### config.mk
export PLATFORM = sky130hd
export DESIGN_NAME = outport_seg7_scanner
export DESIGN_NICKNAME = d
export VERILOG_FILES = /design/src/rtl/seg7_pkg.sv /design/src/rtl/hex_to_seg7.sv /design/src/rtl/outport_seg7_scanner.sv
export SDC_FILE = /design/constraint.sdc
export NUM_CORES = 1
export LEC_CHECK = 0
export ABC_CLOCK_PERIOD_IN_PS = 4640
export BUFFER_PORTS_ARGS = -buffer_cell sky130_fd_sc_hd__buf_2
export CAP_MARGIN = 30
export CORE_MARGIN = 3
export CORE_UTILIZATION = 25
export CTS_CLUSTER_SIZE = 40
export DETAILED_ROUTE_END_ITERATION = 8
export GPL_TIMING_DRIVEN = 0
export PLACE_DENSITY_LB_ADDON = 0.2
export SLEW_MARGIN = 20
export SYNTH_ARGS = -nofsm -noshare
export SYNTH_HDL_FRONTEND = slang
export SYNTH_HIERARCHICAL = 1
export SYNTH_SLANG_ARGS = --single-unit
### constraint.sdc
create_clock -name clk -period 4.64 [get_ports clk]
set_clock_uncertainty 0.15 [all_clocks]
set_input_delay 0.928 -clock clk [delete_from_list [all_inputs] [get_ports clk]]
set_output_delay 0.928 -clock clk [all_outputs]
set_load 0.02 [all_outputs]
### src/rtl/seg7_pkg.sv
// Shared constants for the multiplexed seven-segment scanner.
// Segment patterns are active low, ordered {g,f,e,d,c,b,a}.
package seg7_pkg;

    localparam int DIGITS = 8;

    localparam logic [6:0] SEG_BLANK = 7'h7F;
    localparam logic [7:0] AN_OFF    = 8'hFF;

    localparam logic [6:0] SEG_HEX [16] = '{
        7'b1000000, 7'b1111001, 7'b0100100, 7'b0110000,
        7'b0011001, 7'b0010010, 7'b0000010, 7'b1111000,
        7'b0000000, 7'b0010000, 7'b0001000, 7'b0000011,
        7'b1000110, 7'b0100001, 7'b0000110, 7'b0001110
    };

endpackage

### src/rtl/hex_to_seg7.sv
// Combinational hex nibble to active-low seven-segment decoder.
module hex_to_seg7
    import seg7_pkg::*;
(
    input  logic [3:0] nibble,
    output logic [6:0] seg_n
);

    assign seg_n = SEG_HEX[nibble];

endmodule

### src/rtl/outport_seg7_scanner.sv
// Scans the 32-bit output port onto an 8-digit common-anode display,
// capturing a new value only at frame wrap so a frame never tears.
module outport_seg7_scanner
    import seg7_pkg::*;
#(
    parameter int SCAN_DIV = 50000,
    parameter int DIGITS   = 8
) (
    input  logic        clk,
    input  logic        rst,
    input  logic [31:0] outport_data,
    input  logic        blank_lz,
    output logic [7:0]  digit_en_n,
    output logic [6:0]  seg_n,
    output logic        dp_n,
    output logic        frame_done
);

    localparam int CW = (SCAN_DIV > 1) ? $clog2(SCAN_DIV) : 1;

    if (DIGITS != 8) begin : g_digits_chk
        $error("outport_seg7_scanner: DIGITS must be 8");
    end

    if (SCAN_DIV < 2 || SCAN_DIV > (1 << 20)) begin : g_div_chk
        $error("outport_seg7_scanner: SCAN_DIV out of range");
    end

    logic [CW-1:0] div_cnt;
    logic [2:0]    idx;
    logic [31:0]   shadow;
    logic          load_pend;

    logic          tc;
    logic          wrap;
    logic [4:0]    bit_pos;
    logic [3:0]    nibble;
    logic [31:0]   upper;
    logic          lz_blank;
    logic          stale;
    logic [6:0]    seg_dec;

    assign tc       = (div_cnt == CW'(SCAN_DIV - 1));
    assign wrap     = tc && (idx == 3'd7);
    assign bit_pos  = {idx, 2'b00};
    assign nibble   = shadow[bit_pos +: 4];
    assign upper    = shadow >> bit_pos;
    assign lz_blank = blank_lz && (idx != 3'd0) && (upper == 32'd0);
    assign stale    = (outport_data != shadow);

    hex_to_seg7 u_dec (
        .nibble (nibble),
        .seg_n  (seg_dec)
    );

    always_ff @(posedge clk or posedge rst) begin
        if (rst) begin
            div_cnt    <= '0;
            idx        <= 3'd0;
            shadow     <= 32'd0;
            load_pend  <= 1'b1;
            digit_en_n <= AN_OFF;
            seg_n      <= SEG_BLANK;
            dp_n       <= 1'b1;
            frame_done <= 1'b0;
        end else begin
            div_cnt <= tc ? '0 : div_cnt + 1'b1;
            if (tc) begin
                idx <= idx + 3'd1;
            end
            // Pin registers use pre-capture shadow, keeping anode and segments coherent.
            if (load_pend || wrap) begin
                shadow    <= outport_data;
                load_pend <= 1'b0;
            end
            frame_done <= wrap;
            if (div_cnt == '0) begin
                digit_en_n <= AN_OFF;
                seg_n      <= SEG_BLANK;
                dp_n       <= 1'b1;
            end else begin
                digit_en_n <= ~(8'd1 << idx);
                seg_n      <= lz_blank ? SEG_BLANK : seg_dec;
                dp_n       <= !((idx == 3'd0) && stale);
            end
        end
    end

endmodule

-- Word level (Yosys, flattened, before mapping)
Memories as Yosys holds them, arrays and structs flattened.
Index checks and enable logic that the tools add are counted.
- bits in registers: 69
- latch bits: 0
- memory bits (writable): 0
- ROM bits: 112
- bits of input ports: 35
- output and inout bits: 17
- memories: 1
- memory list (name ; words ; width ; read ports ; clocked after memory_dff ; write ports ; line ; source):
    (name not given) ; 16 ; 7 ; 1 ; 0 ; 0 ; hex_to_seg7.sv:9 ; assign seg_n = SEG_HEX[nibble];
- add/sub/neg operators: 2
- multipliers: 0
- div/mod/pow operators: 0
- magnitude comparators: 1
- eq/ne operators: 3
- shift-type cells: 3
- multiplexer cells: 7
- bitwise operators: 2
- reductions and logical operators: 10
- operators by type and width (cell ; count):
    $logic_not 32->1 ; 1
    $ne 32x32->1 ; 1
    $shiftx 32x6->4 ; 1
    $shr 32x5->32 ; 1
    $mux 7 ; 4
    $add 16x1->16 const B ; 1
    $eq 16x16->1 const B ; 1
    $logic_not 16->1 ; 1
    $mux 16 ; 1
    $mux 8 ; 1
    $not 8->8 ; 1
    $shl 1x3->8 const A ; 1
    $ge 5x5->1 const B ; 1
    $not 4->5 ; 1
    $logic_and 1x1->1 ; 4
    $add 3x1->3 const B ; 1
    $eq 3x3->1 const B ; 1
    $logic_not 3->1 ; 1
    $reduce_bool 3->1 ; 1
    $logic_not 1->1 ; 1
    $logic_or 1x1->1 ; 1
    $mux 1 ; 1

-- Longest topological paths before layout
- depth in word-level cells: 7
- mapped depth: 11
- gate-level depth less buffers: 10

-- Hierarchy
Netlist, hierarchy kept.
- modules (own cells, without submodules) (module ; times used ; cells each ; area an instance (um^2) ; seq. area each (um^2)):
    outport_seg7_scanner ; 1 ; 337 ; 3896.2 ; 1747.9
    hex_to_seg7 ; 1 ; 33 ; 274.0 ; 0.0

-- Least setup slack after synthesis
Ideal clock, no wire load.
- path type: flip-flop to flip-flop
- start point: reg idx[0]
- end point: reg seg_n[3]
- setup time: 0.101 ns
- arrival: 2.433 ns
- setup slack: 1.957 ns
- cell stages (with the launch flop): 11
- buffers on the path: 1
- period minus slack after synthesis: 2.683 ns
- cell sequence: dfrtp_1 buf_2 mux4_2 nand2_1 nand2_1 inv_1 ha_1 inv_1 mux4_1 nor3_1 a22oi_1
- word-level cells in the longest chain between the ends: 7
- elaborated cells on any way between the ends: 12
- ends and longest elaborated chain (item ; line ; source):
    start, declared ; outport_seg7_scanner.sv:30 ; logic [2:0] idx;
    start signal, assigned ; outport_seg7_scanner.sv:69 ; idx <= idx + 3'd1;
    $shiftx 32x6->4 ; outport_seg7_scanner.sv:46 ; assign nibble = shadow[bit_pos +: 4];
    named net nibble[1] ; outport_seg7_scanner.sv:37 ; logic [3:0] nibble;
    $not 4->5 (implied by the code) ; hex_to_seg7.sv:9 ;
    $mem_v2 16x7 ; n/a ;
    $mux 7 (implied by the code) (2 in series) ; hex_to_seg7.sv:9 ;
    named net seg_dec[3] ; outport_seg7_scanner.sv:41 ; logic [6:0] seg_dec;
    $mux 7 ; outport_seg7_scanner.sv:83 ; seg_n <= lz_blank ? SEG_BLANK : seg_dec;
    $mux 7 ; outport_seg7_scanner.sv:77 ; if (div_cnt == '0) begin
    end signal, assigned ; outport_seg7_scanner.sv:83 ;
    end, declared ; outport_seg7_scanner.sv:14 ; output logic [6:0] seg_n,
The timed path passes the listed nets, and every way through them passes these cells. The select of a mux whose other input is x is not followed.
A chain may end at the register's enable or synchronous reset.

-- Worst setup path in the final report
- start point: reg idx[1]
- end point: reg seg_n[6]
The elaborated chain is that of the path after synthesis.

==> summary.md <==
| Metric | Value |
|---|---|
| Max VDD drop | `0.183 mV` |
| Fin crit share | `67.4%` |
| Cell taking the most area after synthesis | `dfrtp_1` |
| Syn Nets | `420` |
| Placed cell area | `4720 um^2` |
| Worst Tran Pin Value | `619 ps` |
| Initial Utilization | `25.9%` |
| Cell Rows | `46` |
| Warning count from the yosys run | `6` |
| Synth top area share | `31.2%` |
| Area grow syn2layout | `21.4%` |
| Post-CTS setup buffer count | `0` |
| Fmax | `320 MHz` |
| Post-synthesis instance total | `370` |
| Antenna Violating Nets Remaining | `0` |
| Outcome | `finished clean` |
| Seq/Total Area, Yosys | `41.9%` |
| CP delay by family, top | `multiplexers` |
| Fill count | `1,684` |
| Via count of the first global-routing pass | `3,082` |
| H-tree depth | `3` |
| #FFs+latches synth | `69` |
| Drt pass-1 iters | `4` |
| Final Instance Area | `5060 um^2` |
| Cts repair resizes | `0` |
| All-Layer GR Usage | `11.6%` |
| Largest net degree at the start of global routing | `42` |
| CP Capture Type | `flop` |
| Placer Congestion | `0.871` |
| Initial antenna violation count | `0` |
| Clock root cell | `clkbuf_16` |
| CP Data Required Time | `4710 ps` |
| CTS tree | `yes` |
| DR iter-0 viols | `154` |
| Count of input and output buffers | `51` |
| Crit-path cells | `buf_2 > buf_2 > mux4_2 > nand2_1 > nand2_1 > buf_6 > mux2_4 > a22o_1 > nor3_1 > a22oi_1` |
| Netlist cell types | `51` |
| Vias | `3,003` |
| NumNets Final | `483` |
| Syn_area_per_cell | `11.3 um^2` |
| First-pass GRT wire length | `16.6 mm` |
| Cell Area, Synth | `4170 um^2` |
| Via density | `4.59` |
| Worst relative slew slack | `58.5%` |
| Unrepaired setup endpoints after global routing | `false` |
| CP Launch Type | `flop` |
| Tmin final | `3130 ps` |
| Tightest Hold Check Type | `reg2reg` |
| Kind of critical path | `reg2reg` |
| Post-route DRC | `0` |
| Count of pins over their slew limit | `0` |
| Share of cells above drive strength 1 | `32.9%` |
| # setup viols final | `0` |
| PwrDens | `334 nW/um^2` |
| DIE HEIGHT | `135 um` |
| Main synth FF type | `dfrtp_1` |
| Antenna diode count | `0` |
| Reg clk slew, reported paths | `60 ps` |
| Routed WL per cell | `15.3 um` |
| Worst Path Buf+Inv | `3` |
| LEAKAGE | `2.26 nW` |
| Largest stage delay, worst path | `560 ps` |
| Post-synth EDFFs | `0` |
| Max capacitance violation total | `0` |
| Sinks on Clock Net | `69` |
| Post-layout util | `31.4%` |
| I/O pin count | `52` |
| Slowest-stage cell, CP | `mux4_2` |
| Crit path DAT | `3200 ps` |
| Post-route setup TNS | `0 ps` |
| Total wire length | `10.0 mm` |
| CTS Buf Count | `9` |
| Ranking of synthesized cells by area | `dfrtp_1 (31%), mux2_4 (11%), dfstp_2 (11%)` |
| Async S/R FF share, synth | `100%` |
| Chip width | `135 um` |
| Crit path max fanout | `10` |
| Total congestion overflow | `0` |
| Die ar. | `18,300 um^2` |
| Worst-skew pair later-pin latency | `340 ps` |
| Hold Fails Final Rpt | `0` |
| # hold bufs at CTS | `0` |
| Max Root-Sink Buffers | `2` |
| HPWL after detailed placement | `7.76 mm` |
| Core area | `16,100 um^2` |
## layer usage
metal  routed length, um  GRT usage, %  vias to the layer above
li1                    -             -                     1451
met1                4750          16.2                     1442
met2                4430          17.3                       95
met3                 553          3.16                       15
met4                 269          4.20                        0
met5                   0             0                        -
## through the flow
step	total power [W]	hold slack [ps]	worst slack [ps]	std cells
5_1_grt	0.00177	377	1260	654
2_1_floorplan	0.000864	318	1850	370
3_5_place_dp	0.000946	345	1550	638
6_report	0.00169	350	1510	654
3_3_place_gp	0.000939	343	902	637
4_1_cts	0.00172	353	1530	654
## synth_stat cells (all sizes together), types with 2 or more instances
cell type	n
buf	9
a211oi	2
a2111oi	3
or2	3
nor4b	4
mux2	33
nor2b	3
clkbuf	4
inv	12
nand2	28
o21ai	5
mux4	10
ha	15
nor3	15
xnor2	7
dfstp	17
dfrtp	52
xor2	40
o211ai	2
nand4	3
nor4	18
nand3	12
mux2i	6
nand2b	2
nor2	34
a21oi	4
a22oi	7
nor3b	2
and3	4
o22ai	2
## path summary, 6_finish.rpt
path                            start         end  slack [ps]  depth (start not counted)
setup / recovery               idx[1]    seg_n[6]        1510                         10
hold / removal             div_cnt[0]  div_cnt[0]         350                          1
setup reg to reg               idx[1]    seg_n[6]        1510                         10
max in group asynchronous         rst    seg_n[4]        3310                          3
min in group asynchronous         rst   shadow[1]         430                          2
hold reg to reg            div_cnt[0]  div_cnt[0]         350                          1
## logic make-up after synthesis
kind of cell | count (synthesis) | share of synthesized area [%]
AND/OR/NAND/NOR | 131 | 16.1
flip-flops | 69 | 41.9
multiplexers | 49 | 18.6
XOR/XNOR | 47 | 9.87
AO/OA/AOI/OAI | 32 | 5.58
buffers and inverters | 26 | 3.27
adder cells (fa/ha/maj) | 15 | 4.50
other | 1 | 0.0899
## cell usage in the layout (no fill, tap or decap), drive strengths merged, types with 2 or more instances in the layout
cell	instances
a2111oi	3
a211oi	2
a21oi	4
a22oi	7
and3	4
buf	61
clkbuf	18
clkinv	2
dfrtp	52
dfstp	17
ha	15
inv	13
mux2	33
mux2i	6
mux4	10
nand2	28
nand2b	2
nand3	12
nand4	3
nor2	34
nor2b	3
nor3	15
nor3b	2
nor4	18
nor4b	4
o211ai	2
o21ai	5
o22ai	2
or2	3
xnor2	7
xor2	40
## registers in the layout (all words and copies together), names as in the netlist
register and cells:
digit_en_n 8, div_cnt 16, dp_n 1, frame_done 1, idx 3, load_pend 1, seg_n 7, shadow 32
## power breakdown
part	switching [W]	internal (W)	leakage (nW)
Clock	0.000263	0.000494	0.170
Sequential	0.0000483	0.000642	0.815
Combinational	0.000116	0.000127	1.28
Total	0.000427	0.00126	2.26
## cell type report
cell class | instances | area [um^2] | share of cell area, %
multi-input cells | 275 | 2290 | 45.2
plain buffers | 13 | 87.6 | 1.73
well taps | 216 | 270 | 5.34
clock buffers | 14 | 329 | 6.50
clock inverters | 2 | 15.0 | 0.297
flip-flops and latches | 69 | 1750 | 34.5
inverters | 13 | 51.3 | 1.01
repair buffers | 52 | 275 | 5.44
No activity file was read; power rests on OpenSTA's default activity.
